File: config.mk
export PLATFORM = sky130hd
export DESIGN_NAME = adder_share_sequencer
export DESIGN_NICKNAME = d
export VERILOG_FILES = /design/src/rtl/adder_share_sequencer.sv
export SDC_FILE = /design/constraint.sdc
export NUM_CORES = 1
export LEC_CHECK = 0
export CAP_MARGIN = 30
export CORE_MARGIN = 4
export CORE_UTILIZATION = 47
export CTS_CLUSTER_DIAMETER = 60
export DETAILED_ROUTE_END_ITERATION = 16
export PLACE_DENSITY_LB_ADDON = 0.08
export SETUP_SLACK_MARGIN = 0.3
export SYNTH_ARGS = -nofsm -noshare
export SYNTH_HDL_FRONTEND = slang
export SYNTH_SLANG_ARGS = --single-unit
File: constraint.sdc
create_clock -name clk -period 3.08 [get_ports clk]
set_input_delay 0.616 -clock clk [delete_from_list [all_inputs] [get_ports clk]]
set_output_delay 0.616 -clock clk [all_outputs]
set_load 0.02 [all_outputs]
File: src/rtl/adder_share_sequencer.sv
// -----------------------------------------------------------------------------
// adder_share_sequencer
//
// Purpose:
//    Shares a single external N_W-bit ripple adder between two requesters.
//    A round-robin arbiter picks one operation at a time. Its OP_W-bit
//    operands are added one N_W-bit chunk per cycle, least significant chunk
//    first, with the carry held in a register between chunks. The full-width
//    sum and the final carry-out are returned on a valid/ready response
//    channel, tagged with the id of the requester that owns the result.
//
// Parameters:
//    N_W     width of the shared adder (one chunk)
//    CHUNKS  chunks per operation (>= 1); OP_W = N_W*CHUNKS
//
// Ports:
//    clk, rst                 rising-edge clock, asynchronous active-high reset
//    req0_valid / req0_ready  requester 0 handshake (ready = accepted this cycle)
//    req0_a, req0_b           requester 0 operands (sampled on accept only)
//    req1_valid / req1_ready  requester 1 handshake
//    req1_a, req1_b           requester 1 operands
//    add_a, add_b, add_c      chunk operands and carry-in to the shared adder
//                             (held at 0 outside the RUN state)
//    add_sum, add_carry       combinational result returned by the shared adder
//    rsp_valid / rsp_ready    response handshake
//    rsp_id                   requester that owns the result
//    rsp_sum, rsp_carry       full-width sum and carry-out of the top chunk
// -----------------------------------------------------------------------------
module adder_share_sequencer #(
   parameter  int N_W    = 2,
   parameter  int CHUNKS = 4,
   localparam int OP_W   = N_W * CHUNKS
) (
   input  logic            clk,
   input  logic            rst,
   input  logic            req0_valid,
   output logic            req0_ready,
   input  logic [OP_W-1:0] req0_a,
   input  logic [OP_W-1:0] req0_b,
   input  logic            req1_valid,
   output logic            req1_ready,
   input  logic [OP_W-1:0] req1_a,
   input  logic [OP_W-1:0] req1_b,
   output logic [N_W-1:0]  add_a,
   output logic [N_W-1:0]  add_b,
   output logic            add_c,
   input  logic [N_W-1:0]  add_sum,
   input  logic            add_carry,
   output logic            rsp_valid,
   input  logic            rsp_ready,
   output logic            rsp_id,
   output logic [OP_W-1:0] rsp_sum,
   output logic            rsp_carry
);

   // Chunk index needs at least one bit even when there is a single chunk.
   localparam int IDX_W = (CHUNKS > 1) ? $clog2(CHUNKS) : 1;

   typedef enum logic [1:0] {
      IDLE = 2'd0,
      RUN  = 2'd1,
      DONE = 2'd2
   } state_t;

   state_t            state_r;
   state_t            state_s;

   logic [OP_W-1:0]   a_r;
   logic [OP_W-1:0]   b_r;
   logic [OP_W-1:0]   sum_r;
   logic              carry_r;
   logic [IDX_W-1:0]  idx_r;
   logic              id_r;
   logic              last_grant_r;

   logic              grant_s;
   logic              grant_valid_s;
   logic              last_chunk_s;
   logic [N_W-1:0]    chunk_a_s;
   logic [N_W-1:0]    chunk_b_s;
   logic [OP_W-1:0]   sum_next_s;
   logic [OP_W-1:0]   acc_a_s;
   logic [OP_W-1:0]   acc_b_s;

   // Round-robin arbitration: a lone requester always wins; under contention
   // the requester that did not win last time gets the grant.
   always_comb begin
      grant_s       = 1'b0;
      grant_valid_s = 1'b0;
      if (req0_valid && req1_valid) begin
         grant_valid_s = 1'b1;
         grant_s       = ~last_grant_r;
      end else if (req0_valid) begin
         grant_valid_s = 1'b1;
         grant_s       = 1'b0;
      end else if (req1_valid) begin
         grant_valid_s = 1'b1;
         grant_s       = 1'b1;
      end else begin
         grant_valid_s = 1'b0;
         grant_s       = 1'b0;
      end
   end

   // Operand selection at acceptance time, driven by the winning requester.
   always_comb begin
      acc_a_s = req0_a;
      acc_b_s = req0_b;
      if (grant_s) begin
         acc_a_s = req1_a;
         acc_b_s = req1_b;
      end else begin
         acc_a_s = req0_a;
         acc_b_s = req0_b;
      end
   end

   assign last_chunk_s = (idx_r == IDX_W'(CHUNKS - 1));

   // Chunk multiplexer: pick the slice selected by idx_r out of the held
   // operands, and build the next sum image with only that slice replaced.
   // Constant-index AND/OR selection keeps the mux free of variable part-selects.
   always_comb begin
      chunk_a_s  = {N_W{1'b0}};
      chunk_b_s  = {N_W{1'b0}};
      sum_next_s = sum_r;
      for (int i = 0; i < CHUNKS; i++) begin
         chunk_a_s = chunk_a_s | (a_r[i*N_W +: N_W] & {N_W{idx_r == IDX_W'(i)}});
         chunk_b_s = chunk_b_s | (b_r[i*N_W +: N_W] & {N_W{idx_r == IDX_W'(i)}});
         sum_next_s[i*N_W +: N_W] = (idx_r == IDX_W'(i)) ? add_sum
                                                         : sum_r[i*N_W +: N_W];
      end
   end

   // State register.
   always_ff @(posedge clk or posedge rst) begin
      if (rst) begin
         state_r <= IDLE;
      end else begin
         state_r <= state_s;
      end
   end

   // Next-state logic.
   always_comb begin
      state_s = state_r;
      case (state_r)
         IDLE: begin
            if (grant_valid_s) begin
               state_s = RUN;
            end else begin
               state_s = IDLE;
            end
         end
         RUN: begin
            if (last_chunk_s) begin
               state_s = DONE;
            end else begin
               state_s = RUN;
            end
         end
         DONE: begin
            if (rsp_ready) begin
               state_s = IDLE;
            end else begin
               state_s = DONE;
            end
         end
         default: begin
            state_s = IDLE;
         end
      endcase
   end

   // Output logic. The adder inputs are forced to zero outside RUN and the
   // response fields are zero unless a result is being presented.
   always_comb begin
      req0_ready = 1'b0;
      req1_ready = 1'b0;
      add_a      = {N_W{1'b0}};
      add_b      = {N_W{1'b0}};
      add_c      = 1'b0;
      rsp_valid  = 1'b0;
      rsp_id     = 1'b0;
      rsp_sum    = {OP_W{1'b0}};
      rsp_carry  = 1'b0;
      case (state_r)
         IDLE: begin
            req0_ready = grant_valid_s && (grant_s == 1'b0);
            req1_ready = grant_valid_s && (grant_s == 1'b1);
         end
         RUN: begin
            add_a = chunk_a_s;
            add_b = chunk_b_s;
            add_c = carry_r;
         end
         DONE: begin
            rsp_valid = 1'b1;
            rsp_id    = id_r;
            rsp_sum   = sum_r;
            rsp_carry = carry_r;
         end
         default: begin
            rsp_valid = 1'b0;
         end
      endcase
   end

   // Datapath registers: capture operands on acceptance, then fold one adder
   // result per RUN cycle into the sum image and the carry register.
   always_ff @(posedge clk or posedge rst) begin
      if (rst) begin
         a_r          <= {OP_W{1'b0}};
         b_r          <= {OP_W{1'b0}};
         sum_r        <= {OP_W{1'b0}};
         carry_r      <= 1'b0;
         idx_r        <= {IDX_W{1'b0}};
         id_r         <= 1'b0;
         last_grant_r <= 1'b1;
      end else begin
         case (state_r)
            IDLE: begin
               if (grant_valid_s) begin
                  a_r          <= acc_a_s;
                  b_r          <= acc_b_s;
                  id_r         <= grant_s;
                  last_grant_r <= grant_s;
                  idx_r        <= {IDX_W{1'b0}};
                  carry_r      <= 1'b0;
               end else begin
                  idx_r        <= idx_r;
               end
            end
            RUN: begin
               sum_r   <= sum_next_s;
               carry_r <= add_carry;
               // The final chunk leaves idx in place; it is reloaded on accept.
               if (!last_chunk_s) begin
                  idx_r <= idx_r + IDX_W'(1);
               end else begin
                  idx_r <= idx_r;
               end
            end
            default: begin
               idx_r <= idx_r;
            end
         endcase
      end
   end

endmodule

# --- Word level (Yosys, flattened, before mapping) ---
# Cells that the tools add are included.
totals:
  regBits: 31
  input_bits: 40
  output_inout_bits: 18
  word_cells: 73
op_classes:
  add_sub_neg: 1
  n_eq_ne: 7
  muxes: 25
  bitwise: 16
  reduce_logical: 13
ops:
  columns: ["operator", "count"]
  rows:
  - ["$mux 8", 3]
  - ["$and 2x2->2", 8]
  - ["$mux 1", 13]
  - ["$mux 2", 6]
  - ["$or 2x2->2", 6]
  - ["$reduce_and 2->1", 6]
  - ["$eq 2x2->1 const B", 3]
  - ["$pmux 2 s3", 1]
  - ["$eq 2x1->1 const B", 2]
  - ["$logic_not 2->1", 2]
  - ["$ne 2x2->1 const B", 2]
  - ["$pmux 2 s2", 1]
  - ["$logic_and 1x1->1", 3]
  - ["$reduce_and 3->1", 1]
  - ["$add 2x1->2 const B", 1]
  - ["$not 1->1", 2]
  - ["$pmux 1 s2", 1]
  - ["$reduce_bool 2->1", 1]

# --- Longest topological paths before layout ---
depth:
  ltp_word: 6
  depth_mapped: 5
  mapped_depth_nobuf: 4

# --- Least setup slack after synthesis ---
# OpenSTA, ideal clock, no wires.
synth_timing:
  kind: "input port to output port"
  from: "input port req1_valid"
  to: "output port req1_ready"
  arrival_time_ns: 1.340
  path_slack_ns: 1.124
  cell_stages: 3
  path_buffers: 1
  path_cell_list: "a21boi_2 clkbuf_1 and2_1"
synth_between:
  elab_chain_cells: 5
  word_cells_on_any_way: 8
  cone_classes: "6 x mux; 2 x reduce/logical"
synth_lines:
  columns: ["item", "line_no", "rtl"]
  rows:
  - ["start: declaration", "40", "input logic req1_valid,"]
  - ["$mux 1", "96", "end else if (req1_valid) begin"]
  - ["$mux 1", "93", "end else if (req0_valid) begin"]
  - ["$mux 1", "90", "if (req0_valid && req1_valid) begin"]
  - ["$logic_and 1x1->1 (*)", "190", "req1_ready = grant_valid_s && (grant_s == 1'b1);"]
  - ["$mux 1 (*)", "187", "case (state_r)"]
  - ["end: declaration", "41", "output logic req1_ready,"]
# Mark *: on every way between the ends. The rest lies on a longest branch, timed or not.

# --- Worst setup path after layout ---
layout_timing:
  from: "register idx_r[0]"
  to: "output port add_b[1]"
layout_between:
  elab_chain_cells: 6
  word_cells_on_any_way: 12
  cone_classes: "3 x eq/ne; 1 x mux; 7 x bitwise; 1 x reduce/logical"
layout_lines:
  columns: ["item", "line_no", "rtl"]
  rows:
  - ["start: declaration", "72", "logic [IDX_W-1:0] idx_r;"]
  - ["start signal: assignment", "217", "idx_r <= {IDX_W{1'b0}};"]
  - ["start signal: assignment", "228", "idx_r <= {IDX_W{1'b0}};"]
  - ["start signal: assignment", "231", "idx_r <= idx_r;"]
  - ["$eq 2x1->1 or $logic_not 2->1 (tied branches)", "129", "chunk_b_s = chunk_b_s | (b_r[i*N_W +: N_W] & {N_W{idx_r == IDX_W'(i)}});"]
  - ["$and 2x2->2", "129", null]
  - ["$or 2x2->2 (2 in a row)", "129", null]
  - ["$or 2x2->2 (*)", "129", null]
  - ["$mux 2 (*)", "187", null]
  - ["end: declaration", "45", "output logic [N_W-1:0] add_b,"]
# Marks and branches as above.

==> results.json <==
{
  "end_kind": "output pin",
  "grt_pass1_vias": 1380,
  "worstPathRequired_ns": 2.46,
  "drt_pass1_iterations": 4,
  "clock-sinks": 31,
  "finalCritPeriodShare_pct": 85.5,
  "clock_skew_ns": 0.00592,
  "postSynthCellCount": 135,
  "drtIter0Drc": 67,
  "critPathMaxStageDelay_ns": 0.62,
  "hpwl_um": 3160,
  "worstHoldPathCells": 1,
  "ys.flop_type": "dfrtp_1",
  "vias": 1307,
  "holdPathEnd": "id_r$_DFFE_PP0P_",
  "nets": 238,
  "wirelength_um": 4030,
  "grtUsageTotal_pct": 20.7,
  "grt-ovfl-total": 0,
  "synth-seq-area-share_pct": 49.3,
  "setup_viol": 0,
  "crit_type": "register to output pin",
  "worstHoldStart": "id_r$_DFFE_PP0P_",
  "crit_chain": "inv_1 -> ha_1 -> a22oi_1 -> a21oi_1 -> clkdlybuf4s50_1",
  "yosysWarnings": 0,
  "stdcell_count": 239,
  "total_power_mw": 1.94,
  "synth-seq-cells": 31,
  "rsz0062_at_grt": "false",
  "hold_viol_final": 0,
  "layout-drive-gt1-share_pct": 16.9,
  "root_buffer": "clkbuf_4",
  "hold_ws_ns": 0.486,
  "n_fill_cell": 251,
  "globalplace.congestion": 0.752,
  "syn-num-nets": 179,
  "pre_cts_ws_ns": 0.365,
  "outcome": "finished, final reports clean",
  "port_buffers": 57,
  "cts_tree": "yes",
  "period_minus_slack_ns": 2.63,
  "r2r-end": "a_r[6]$_DFFE_PP0P_",
  "drtAntennaViolNets": 0,
  "synthArstFlopShare_pct": 100,
  "h-tree-depth": 2,
  "diodes": 0,
  "dieArea_sq_um": 4340,
  "max-slew-margin-rel_pct": 62.2,
  "fin_ws_ns": 0.447,
  "crit_arrival_ns": 2.02,
  "postSynthAreaPerCell_sq_um": 11.7,
  "dpl.cell_count": 231,
  "ios": 58,
  "rows": 20,
  "clk_pin_slew_ns": 0.09,
  "fin_tns_setup_ns": 0,
  "worst_pin_slew_ns": 0.566,
  "regToRegSetupSlack_ns": 1.34,
  "fmaxAchievable_mhz": 380,
  "post-cts-setup-buffers": 0,
  "coreArea_sq_um": 3130,
  "grt_pass1_wl_um": 6820,
  "crit_slowest_cell": "clkdlybuf4s50_1",
  "synth-edff-count": 0,
  "r2r_cells": 4,
  "hold_path_class": "register to register",
  "die_h_um": 65.9,
  "antenna_found_initial": 0,
  "viasPerCell": 5.47,
  "powerDensity_nw_per_um2": 870,
  "p_leak_nw": 1.05,
  "yosysUniqueCellTypes": 31,
  "clk_latency_ns": 0.32,
  "worst_setup_path_start_kind": "register",
  "cap_violations": 0,
  "maxSlewViolCount": 0,
  "rr_startpoint": "state_r[0]$_DFF_PP0_",
  "cts_buffer_depth": 2,
  "numCtsBuffers": 5,
  "synthesis.area_sq_um": 1580,
  "die_x_um": 65.9,
  "area_delta_synth_final_pct": 41.5,
  "grt_max_degree": 20,
  "path_max_fanout": 5,
  "initial_core_util_pct": 50.4,
  "drc": 0,
  "wire_per_inst_um": 16.8,
  "ir_worst_vdd_mv": 0.484
}
[critical path, delay by kind of cell, from the launching register on]
family / cells / cell delay (ns)
AOI/OAI and AO/OA: 2 / 0.26
buffers and inverters: 2 / 0.74
DFF: 1 / 0.43
adders and majority gates: 1 / 0.27
[flip-flops by register name, summed over array words and instances (netlist names)]
| name | flops |
|---|---|
| a_r | 8 |
| b_r | 8 |
| sum_r | 8 |
| idx_r | 2 |
| state_r | 2 |
| carry_r | 1 |
| id_r | 1 |
| last_grant_r | 1 |
[stage by stage]
step	area (sq um)	util [%]
global placement	2160	69.2
floorplan	1580	-
global route	2230	71.2
finish	2230	71.2
CTS	2210	70.8
detailed placement	2160	69.2
[worst max path at each step]
| stage | start | end | slack [ns] |
|---|---|---|---|
| CTS | req1_valid | req1_ready | 0.36 |
| finish | idx_r[0]$_DFFE_PP0P_ | add_b[1] | 0.45 |
| floorplan | req1_valid | req1_ready | 1.12 |
| global placement | req1_valid | req1_ready | 0.41 |
| global route | idx_r[0]$_DFFE_PP0P_ | add_b[1] | 0.30 |
| detailed placement | req1_valid | req1_ready | 0.37 |
[synthesized netlist by cell type, drive strengths merged, types with 2 or more instances]
cell type  instances  share of area (%)
inv                4               0.95
o2bb2ai            2                1.1
ha                 4                3.2
clkbuf             5                1.8
and2b              2               0.95
o21ai              2               0.64
a221o             16                 11
and3              17                6.8
a21oi              4                1.3
buf                4                2.5
nor2               2               0.48
mux2               8                5.7
dfrtp             30                 48
a21o               2                1.0
and2              13                5.2
nand2              5                1.7
a22oi              8                3.8
[layout by cell type (no fill, tap or decap), drive strengths merged]
cell / n
and3: 17
or2: 1
a221o: 16
a21o: 2
or3: 1
mux2: 8
nor2: 2
o2bb2ai: 2
ha: 4
o21ai: 2
clkdlybuf4s50: 53
clkinv: 1
dlymetal6s2s: 4
a31o: 1
inv: 4
dfstp: 1
and2b: 2
nand2: 5
buf: 4
or2b: 1
a21boi: 1
a21oi: 4
dfrtp: 30
a22oi: 8
clkbuf: 7
and2: 13
nand2b: 1
[repair_timing]
action / in CTS / in global routing
hold buffers: 0 / 0
endpoints found under the setup margin: 0 / 5
gates resized for setup: 0 / 6
[power by group]
part | internal, mW | switching [mW]
Sequential | 0.614 | 0.120
Combinational | 0.506 | 0.477
Clock | 0.0889 | 0.133
[area by class of cell]
cell class	count	area (sq um)	area share (%)
inverters	4	15.0	0.674
clock inverters	1	5.00	0.225
well taps	44	55.1	2.47
repair buffers	61	611	27.4
flip-flops and latches	31	777	34.9
clock buffers	7	45.0	2.02
multi-input cells	91	721	32.3
[kinds of logic (layout without fill, tap and decap cells)]
family | after synthesis | count (layout) | share of synthesized area [%]
compound gates | 36 | 36 | 19.9
fa+ha+maj | 4 | 4 | 3.18
buf+inv | 13 | 73 | 5.24
flops | 31 | 31 | 49.3
mux | 8 | 8 | 5.72
simple gates | 43 | 43 | 16.7
[metal layers]
metal,vias to the layer above,GRT usage (%),wire length (um)
met3,4,5.10,206
met2,40,35.0,2140
met4,0,5.44,29
li1,625,-,-
met1,638,26.4,1650
met5,-,0,0
Power figures use the tool's default switching activity.
